## src/rtl/bm_wrr_output_arbiter.sv

```systemverilog
// bm_wrr_output_arbiter: weighted round-robin owner select for one
// bus-matrix slave port shared by four input ports.
module bm_wrr_output_arbiter #(
  parameter int WEIGHT_W = 4
) (
  input  logic                HCLK,
  input  logic                HRESETn,
  input  logic [3:0]          req_port,
  input  logic [WEIGHT_W-1:0] cfg_weight0,
  input  logic [WEIGHT_W-1:0] cfg_weight1,
  input  logic [WEIGHT_W-1:0] cfg_weight2,
  input  logic [WEIGHT_W-1:0] cfg_weight3,
  input  logic                HREADYM,
  input  logic                HSELM,
  input  logic [1:0]          HTRANSM,
  input  logic [2:0]          HBURSTM,
  input  logic                HMASTLOCKM,
  output logic [1:0]          addr_in_port,
  output logic                no_port,
  output logic [WEIGHT_W-1:0] credit_remain
);

  localparam logic [1:0] T_IDLE = 2'b00;
  localparam logic [1:0] T_BUSY = 2'b01;
  localparam logic [1:0] T_NSEQ = 2'b10;
  localparam logic [1:0] T_SEQ  = 2'b11;

  localparam logic [WEIGHT_W-1:0] W_ONE  = WEIGHT_W'(1);
  localparam logic [WEIGHT_W-1:0] W_ZERO = '0;

  logic [3:0]          burst_remain;
  logic                burst_hold;
  logic [3:0]          nxt_remain;
  logic                nxt_hold;

  logic [WEIGHT_W-1:0] weight [4];
  logic                xfer;
  logic [WEIGHT_W-1:0] credit_dec;
  logic                keep_ok;

  logic                low_found;
  logic [1:0]          low_idx;
  logic                rr_found;
  logic [1:0]          rr_idx;
  logic [1:0]          cand;

  logic [1:0]          nxt_addr;
  logic                nxt_no_port;
  logic [WEIGHT_W-1:0] nxt_credit;

  // A zero quota would starve the owner, so it counts as one.
  always_comb begin
    weight[0] = (cfg_weight0 == W_ZERO) ? W_ONE : cfg_weight0;
    weight[1] = (cfg_weight1 == W_ZERO) ? W_ONE : cfg_weight1;
    weight[2] = (cfg_weight2 == W_ZERO) ? W_ONE : cfg_weight2;
    weight[3] = (cfg_weight3 == W_ZERO) ? W_ONE : cfg_weight3;
  end

  always_comb begin
    nxt_remain = 4'd0;
    nxt_hold   = 1'b0;
    if (HSELM) begin
      unique case (HTRANSM)
        T_IDLE: begin
          nxt_remain = 4'd0;
          nxt_hold   = 1'b0;
        end
        T_BUSY: begin
          nxt_remain = burst_remain;
          nxt_hold   = burst_hold;
        end
        T_NSEQ: begin
          unique case (HBURSTM)
            3'b010, 3'b011: nxt_remain = 4'd3;
            3'b100, 3'b101: nxt_remain = 4'd7;
            3'b110, 3'b111: nxt_remain = 4'd15;
            default:        nxt_remain = 4'd0;
          endcase
          nxt_hold = (nxt_remain != 4'd0);
        end
        T_SEQ: begin
          nxt_remain = (burst_remain != 4'd0) ?
                       burst_remain - 4'd1 : 4'd0;
          nxt_hold   = (nxt_remain != 4'd0);
        end
        default: begin
          nxt_remain = 4'd0;
          nxt_hold   = 1'b0;
        end
      endcase
    end
  end

  assign xfer       = HSELM & HTRANSM[1];
  assign credit_dec = (xfer && credit_remain != W_ZERO) ?
                      credit_remain - W_ONE : credit_remain;
  assign keep_ok    = req_port[addr_in_port] | HSELM;

  always_comb begin
    low_found = 1'b0;
    low_idx   = 2'd0;
    for (int i = 3; i >= 0; i--) begin
      if (req_port[i]) begin
        low_found = 1'b1;
        low_idx   = 2'(i);
      end
    end
  end

  // Walk backwards so the nearest port after the owner wins.
  always_comb begin
    rr_found = 1'b0;
    rr_idx   = addr_in_port;
    cand     = 2'd0;
    for (int k = 3; k >= 1; k--) begin
      cand = addr_in_port + 2'(k);
      if (req_port[cand]) begin
        rr_found = 1'b1;
        rr_idx   = cand;
      end
    end
  end

  always_comb begin
    nxt_addr    = addr_in_port;
    nxt_no_port = no_port;
    nxt_credit  = credit_dec;
    if (HMASTLOCKM || nxt_hold) begin
      nxt_credit = credit_dec;
    end else if (no_port) begin
      if (low_found) begin
        nxt_addr    = low_idx;
        nxt_no_port = 1'b0;
        nxt_credit  = weight[low_idx];
      end else begin
        nxt_credit  = W_ZERO;
      end
    end else if (credit_dec != W_ZERO && keep_ok) begin
      nxt_credit = credit_dec;
    end else if (rr_found) begin
      nxt_addr   = rr_idx;
      nxt_credit = weight[rr_idx];
    end else if (keep_ok) begin
      nxt_credit = weight[addr_in_port];
    end else begin
      nxt_no_port = 1'b1;
      nxt_credit  = W_ZERO;
    end
  end

  always_ff @(posedge HCLK or negedge HRESETn) begin
    if (!HRESETn) begin
      addr_in_port  <= 2'd0;
      no_port       <= 1'b1;
      credit_remain <= W_ZERO;
      burst_remain  <= 4'd0;
      burst_hold    <= 1'b0;
    end else if (HREADYM) begin
      addr_in_port  <= nxt_addr;
      no_port       <= nxt_no_port;
      credit_remain <= nxt_credit;
      burst_remain  <= nxt_remain;
      burst_hold    <= nxt_hold;
    end
  end

endmodule

```

## config.mk

```make
export PLATFORM = sky130hd
export DESIGN_NAME = bm_wrr_output_arbiter
export DESIGN_NICKNAME = d
export VERILOG_FILES = /design/src/rtl/bm_wrr_output_arbiter.sv
export SDC_FILE = /design/constraint.sdc
export NUM_CORES = 1
export LEC_CHECK = 0
export ABC_AREA = 0
export CAP_MARGIN = 20
export CORE_MARGIN = 2
export CORE_UTILIZATION = 46
export DETAILED_ROUTE_END_ITERATION = 7
export MAX_ROUTING_LAYER = met4
export PLACE_DENSITY = 0.77
export SLEW_MARGIN = 0
export SYNTH_ARGS = -nofsm -noshare
export SYNTH_HDL_FRONTEND = slang
export SYNTH_SLANG_ARGS = --single-unit
```

## constraint.sdc

```tcl
create_clock -name HCLK -period 2.3 [get_ports HCLK]
set_clock_uncertainty 0.15 [all_clocks]
set_input_delay 0.46 -clock HCLK [delete_from_list [all_inputs] [get_ports HCLK]]
set_output_delay 0.46 -clock HCLK [all_outputs]
set_load 0.005 [all_outputs]
```

Word level (Yosys, flattened, before mapping) --
Cells that the tools add are included. W data, S select, Z words.
Cells by class: magnitude comparators 7, reduce and logical (&&, ||, !) cells 20, multiplexer cells 59, bitwise operators 6, add/sub/neg operators 5, equality and inequality tests 12
Operators with widths (count):
- $mux W4 | 21
- $bmux W4 S2 | 3
- $pmux W4 S3 | 2
- $mux W2 | 11
- $reduce_bool A4 Y1 | 5
- $mux W1 | 17
- $logic_not A4 Y1 | 4
- $eq A3 B3 Y1 const B | 4
- $lt A2 B3 Y1 const B | 4
- $ge A3 B3 Y1 const B | 3
- $not A2 Y3 | 3
- $bmux W1 S2 | 4
- $sub A4 B1 Y4 const B | 2
- $eq A3 B2 Y1 const B | 2
- $reduce_or A2 Y1 | 3
- $reduce_and A5 Y1 | 1
- $add A2 B2 Y2 const B | 2
- $eq A2 B2 Y1 const B | 2
- $ne A2 B2 Y1 const B | 2
- $pmux W1 S4 | 1
- $reduce_and A2 Y1 | 2
- $add A2 B1 Y2 const B | 1
- $eq A2 B1 Y1 const B | 1
- $logic_and A1 B1 Y1 | 2
- 7 further kinds | 7
Word-level totals: bits in registers 12, word-level logic and storage cells 114

Longest topological paths before layout --
word-level depth 14, gate-level depth with buffers 10

Worst setup path after synthesis --
No wires, ideal clock.
kind reg-to-reg, from reg credit_remain[0], to reg credit_remain[1], arrival time 2.241 ns, library setup time 0.126 ns, path slack -0.217 ns, cell stages (with the launch flop) 11, period minus slack after synthesis 2.517 ns, cell sequence dfrtp_1 -> inv_1 -> ha_1 -> nor3b_2 -> nor2_1 -> mux2i_2 -> o21ai_2 -> and3_1 -> buf_4 -> o211a_1 -> o32a_1
Between the ends: word-level cells in the longest chain between the ends 8
Ends and longest elaborated chain:
- start: declaration | RTL line 20 | output logic [WEIGHT_W-1:0] credit_remain
- start signal: assignment | RTL line 161 | credit_remain <= nxt_credit;
- parallel branches: the longest is 2 deep, another holds $sub A4 B1 Y4
- $mux W4 (*) | RTL line 95 | assign credit_dec = (xfer && credit_remain != W_ZERO) ?
- $reduce_bool A4 Y1 | RTL line 138 | end else if (credit_dec != W_ZERO && keep_ok) begin
- $logic_and A1 B1 Y1 | RTL line 138
- $mux W4 | RTL line 138
- $mux W4 | RTL line 130 | end else if (no_port) begin
- $mux W4 (*) | RTL line 128 | if (HMASTLOCKM || nxt_hold) begin
Every way passes the cells marked *. A chain may end at the register's enable or synchronous reset.

Worst setup path after layout --
from in req_port[3], to reg credit_remain[2]
Between the ends: word-level cells in the longest chain between the ends 13
Ends and longest elaborated chain:
- start: declaration | RTL line 8 | input logic [3:0] req_port,
- $bmux W1 S2 | RTL line 117 | if (req_port[cand]) begin
- $mux W1 (not written as such) | RTL line 117
- $mux W2 (3 in a row) | RTL line 117
- $not A2 Y3 (not written as such) | RTL line 142 | nxt_credit = weight[rr_idx];
- $bmux W4 S2 | RTL line 142
- $mux W4 (not written as such) (2 in a row) | RTL line 142
- $mux W4 | RTL line 140 | end else if (rr_found) begin
- $mux W4 | RTL line 138
- $mux W4 (*) | RTL line 130
- $mux W4 (*) | RTL line 128
Every way passes the cells marked *; elsewhere a longest branch is shown, timed or not. The select of a mux whose other input is x is not followed.

==> metrics.md <==
| Metric | Value |
|---|---|
| Status | `completed` |
| CP startpoint | `req_port[3]` |
| Top sig layer | `met4` |
| Final Cell Area | `2590 um^2` |
| Initial DRC Count | `111` |
| Initial antenna violation count | `0` |
| Core box area | `3340 um^2` |
| Chip width | `63.2 um` |
| H-tree depth | `1` |
| Worst R2R Setup Slack | `0.02 ns` |
| First-pass GRT wire length | `8290 um` |
| R2R Path Start | `addr_in_port[0]` |
| Worst Setup EP | `credit_remain[2]` |
| Global Route Usage Sum | `26.4%` |
| EDFF count, synth | `0` |
| Post-DP Area | `2440 um^2` |
| Sequential share of the synthesized area | `18.7%` |
| Clk Latency, worst-skew pair | `0.28 ns` |
| Startpoint types | `input pin` |
| Crit path kind | `input pin to flop` |
| Share of post-route cells with drive strength above 1 | `38.3%` |
| RR Endpoint | `credit_remain[2]` |
| Root buffer selected by CTS | `clkbuf_4` |
| Post-synth net total | `221` |
| Post-layout min period | `2.28 ns` |
| ANT cells | `0` |
| Starting Density | `48.3%` |
| TritonCTS buffer count | `3` |
| Dpl hpwl | `3810 um` |
| Vias in the first global route | `1,904` |
| Post-Syn Area | `1610 um^2` |
| Antenna viol nets, final | `0` |
| # setup viols final | `0` |
| Post-route setup TNS | `0 ns` |
| Largest net degree at the start of global routing | `15` |
| Commonest non-fill, non-tap cell in the layout | `buf_4` |
| Post-DR vias/cell | `5.61` |
| Mean Syn Cell Area | `8.48 um^2` |
| DIE AREA | `3990 um^2` |
| Synth area leader | `dfrtp_1` |
| Post-Place Worst Slack | `-0.636 ns` |
| Worst min-delay path class | `flop to flop` |
| Met3 WL post-DR | `178 um` |
| Synth top area share | `17.1%` |
| Clk slew on worst S/H paths | `0.08 ns` |
| FP Rows | `21` |
| R2R cell count | `7` |
| Async set-reset flop share out of synthesis | `100%` |
| Power per cell area | `765 nW/um^2` |
| Total Wirelength | `4870 um` |
| Detailed Routing Iterations Pass 1 | `4` |
| Max-cap violations | `0` |
| Slowest cell on crit path | `a221o_1` |
| Yosys warning count | `0` |
| Slew margin rel. | `55.3%` |
| Final worst slack | `0.0177 ns` |
| Crit path DAT | `2.30 ns` |
| Total global routing overflow | `0` |
| Wl on met1 | `1990 um` |
| Layout net count | `319` |
| CP max FO | `5` |
| Achievable Freq | `438 MHz` |
| Tcrit/Tclk final | `99.2%` |
| Vias | `1,867` |
| Crit-path cells | `clkdlybuf4s15_2 -> nor2b_1 -> o21bai_4 -> a221oi_4 -> buf_6 -> mux2i_1 -> mux2i_1 -> a221o_1 -> a221o_1` |
| CP max stage delay | `0.33 ns` |
| Synth top area cells | `dfrtp_1 17%, mux4_2 11%, mux2i_1 8.1%` |
| Synth Register Bits | `12` |
| Post-Syn Instances | `190` |
| Most used DFF post-synth | `dfrtp_1` |
| P&R area growth vs syn | `60.6%` |
| Crit. End Element | `flop` |
| Clock buffer depth | `2` |
| Final core occ | `77.5%` |
| RSZ-0062 raised after global routing | `true` |
| Worst-case vdd ir drop | `0.000338 V` |
| WP data required | `2.31 ns` |
| Gpl congestion | `0.901` |
| Most frequent cells in the layout | `64 x buf_4, 29 x clkdlybuf4s50_1, 21 x nor2_1, 21 x nand2_1, 13 x mux2i_1` |
| Drt wl/cell | `14.6 um` |
| Final hold violations | `0` |
| Met2 WL post-DR | `2610 um` |
| Yosys cell types | `62` |
| Sink Count | `12` |
| Port Buffers | `35` |
| CTS Hold Bufs | `0` |
| Max Slew Vio Count | `0` |
| CTS tree | `built` |
| Top Ports | `37` |
| Worst slew pin tran | `0.665 ns` |
| LEAKAGE | `1.11 nW` |
| Die H | `63.2 um` |
| Residual DRC count | `0` |
## worst max-delay path: cells and delay by family
kind                   cells  cell delay (ns)
AND/OR/NAND/NOR            1             0.15
multiplexers               2             0.25
AO/OA/AOI/OAI              4             1.07
buffers and inverters      2             0.36
## Yosys cell counts (all sizes together) (3+ instances only)
master / count
nand2: 22
nor2: 22
o21ai: 16
mux2i: 14
dfrtp: 11
a21oi: 10
nor3: 9
mux4: 8
inv: 7
nand3: 7
buf: 6
a31oi: 4
a32o: 3
and2: 3
mux2: 3
nor3b: 3
## flip-flops by register name, summed over array words and instances, names as in the netlist
| name | cells |
|---|---|
| burst_remain | 4 |
| addr_in_port | 2 |
| burst_hold | 1 |
| no_port | 1 |
| credit_remain | 4 |
## cell type report
class                      count  area (um^2)
multi-input combinational    163         1320
clock buffer                   4         36.3
inverter                       7         26.3
sequential                    12          303
tap                           46         57.6
fill                         266          751
timing repair buffer         101          846
## cells by family after synthesis
logic type	count (synthesis)	share of synthesized area, %
AOI/OAI and AO/OA	56	27.4
buffers and inverters	15	5.28
adders and majority gates	1	0.777
xor gates and xnor gates	1	0.544
muxes	25	22.2
DFF	12	18.7
and+or+nand+nor	80	25.0
## metrics by stage
| step | hold WS (ns) | total power, mW | std cells |
|---|---|---|---|
| floorplan | 0.0144 | 1.24 | 190 |
| global placement | 0.338 | 1.63 | 325 |
| detailed placement | 0.338 | 1.65 | 325 |
| CTS | 0.357 | 1.89 | 333 |
| global route | 0.401 | 2.13 | 333 |
| finish | 0.355 | 1.98 | 333 |
## where the power goes
group / internal [mW] / switching [mW] / total, mW / leakage [nW]
sequential: 0.275 / 0.110 / 0.384 / 0.145
combinational: 0.808 / 0.614 / 1.42 / 0.942
clock: 0.0963 / 0.0764 / 0.173 / 0.0210
total: 1.18 / 0.800 / 1.98 / 1.11
## how the worst min path moves through the flow
| stage | start | end | depth (start not counted) |
|---|---|---|---|
| floorplan | HRESETn | addr_in_port[0] | 0 |
| global placement | burst_hold | burst_hold | 1 |
| detailed placement | burst_hold | burst_hold | 1 |
| CTS | burst_hold | burst_hold | 1 |
| global route | burst_hold | burst_hold | 1 |
| finish | burst_hold | burst_hold | 1 |
## what timing repair did
action                                  in CTS  in global routing
buffers inserted                             4                  0
endpoints found under the setup margin       6                  6
pin swaps                                    3                  5
gates resized for setup                     17                 12
## metal layers
layer,vias up,global-route usage (%)
met5,-,-
met4,0,9.44
met3,11,1.96
met2,57,48.7
met1,876,29.7
li1,923,-
No activity file was read; power rests on OpenSTA's default activity.
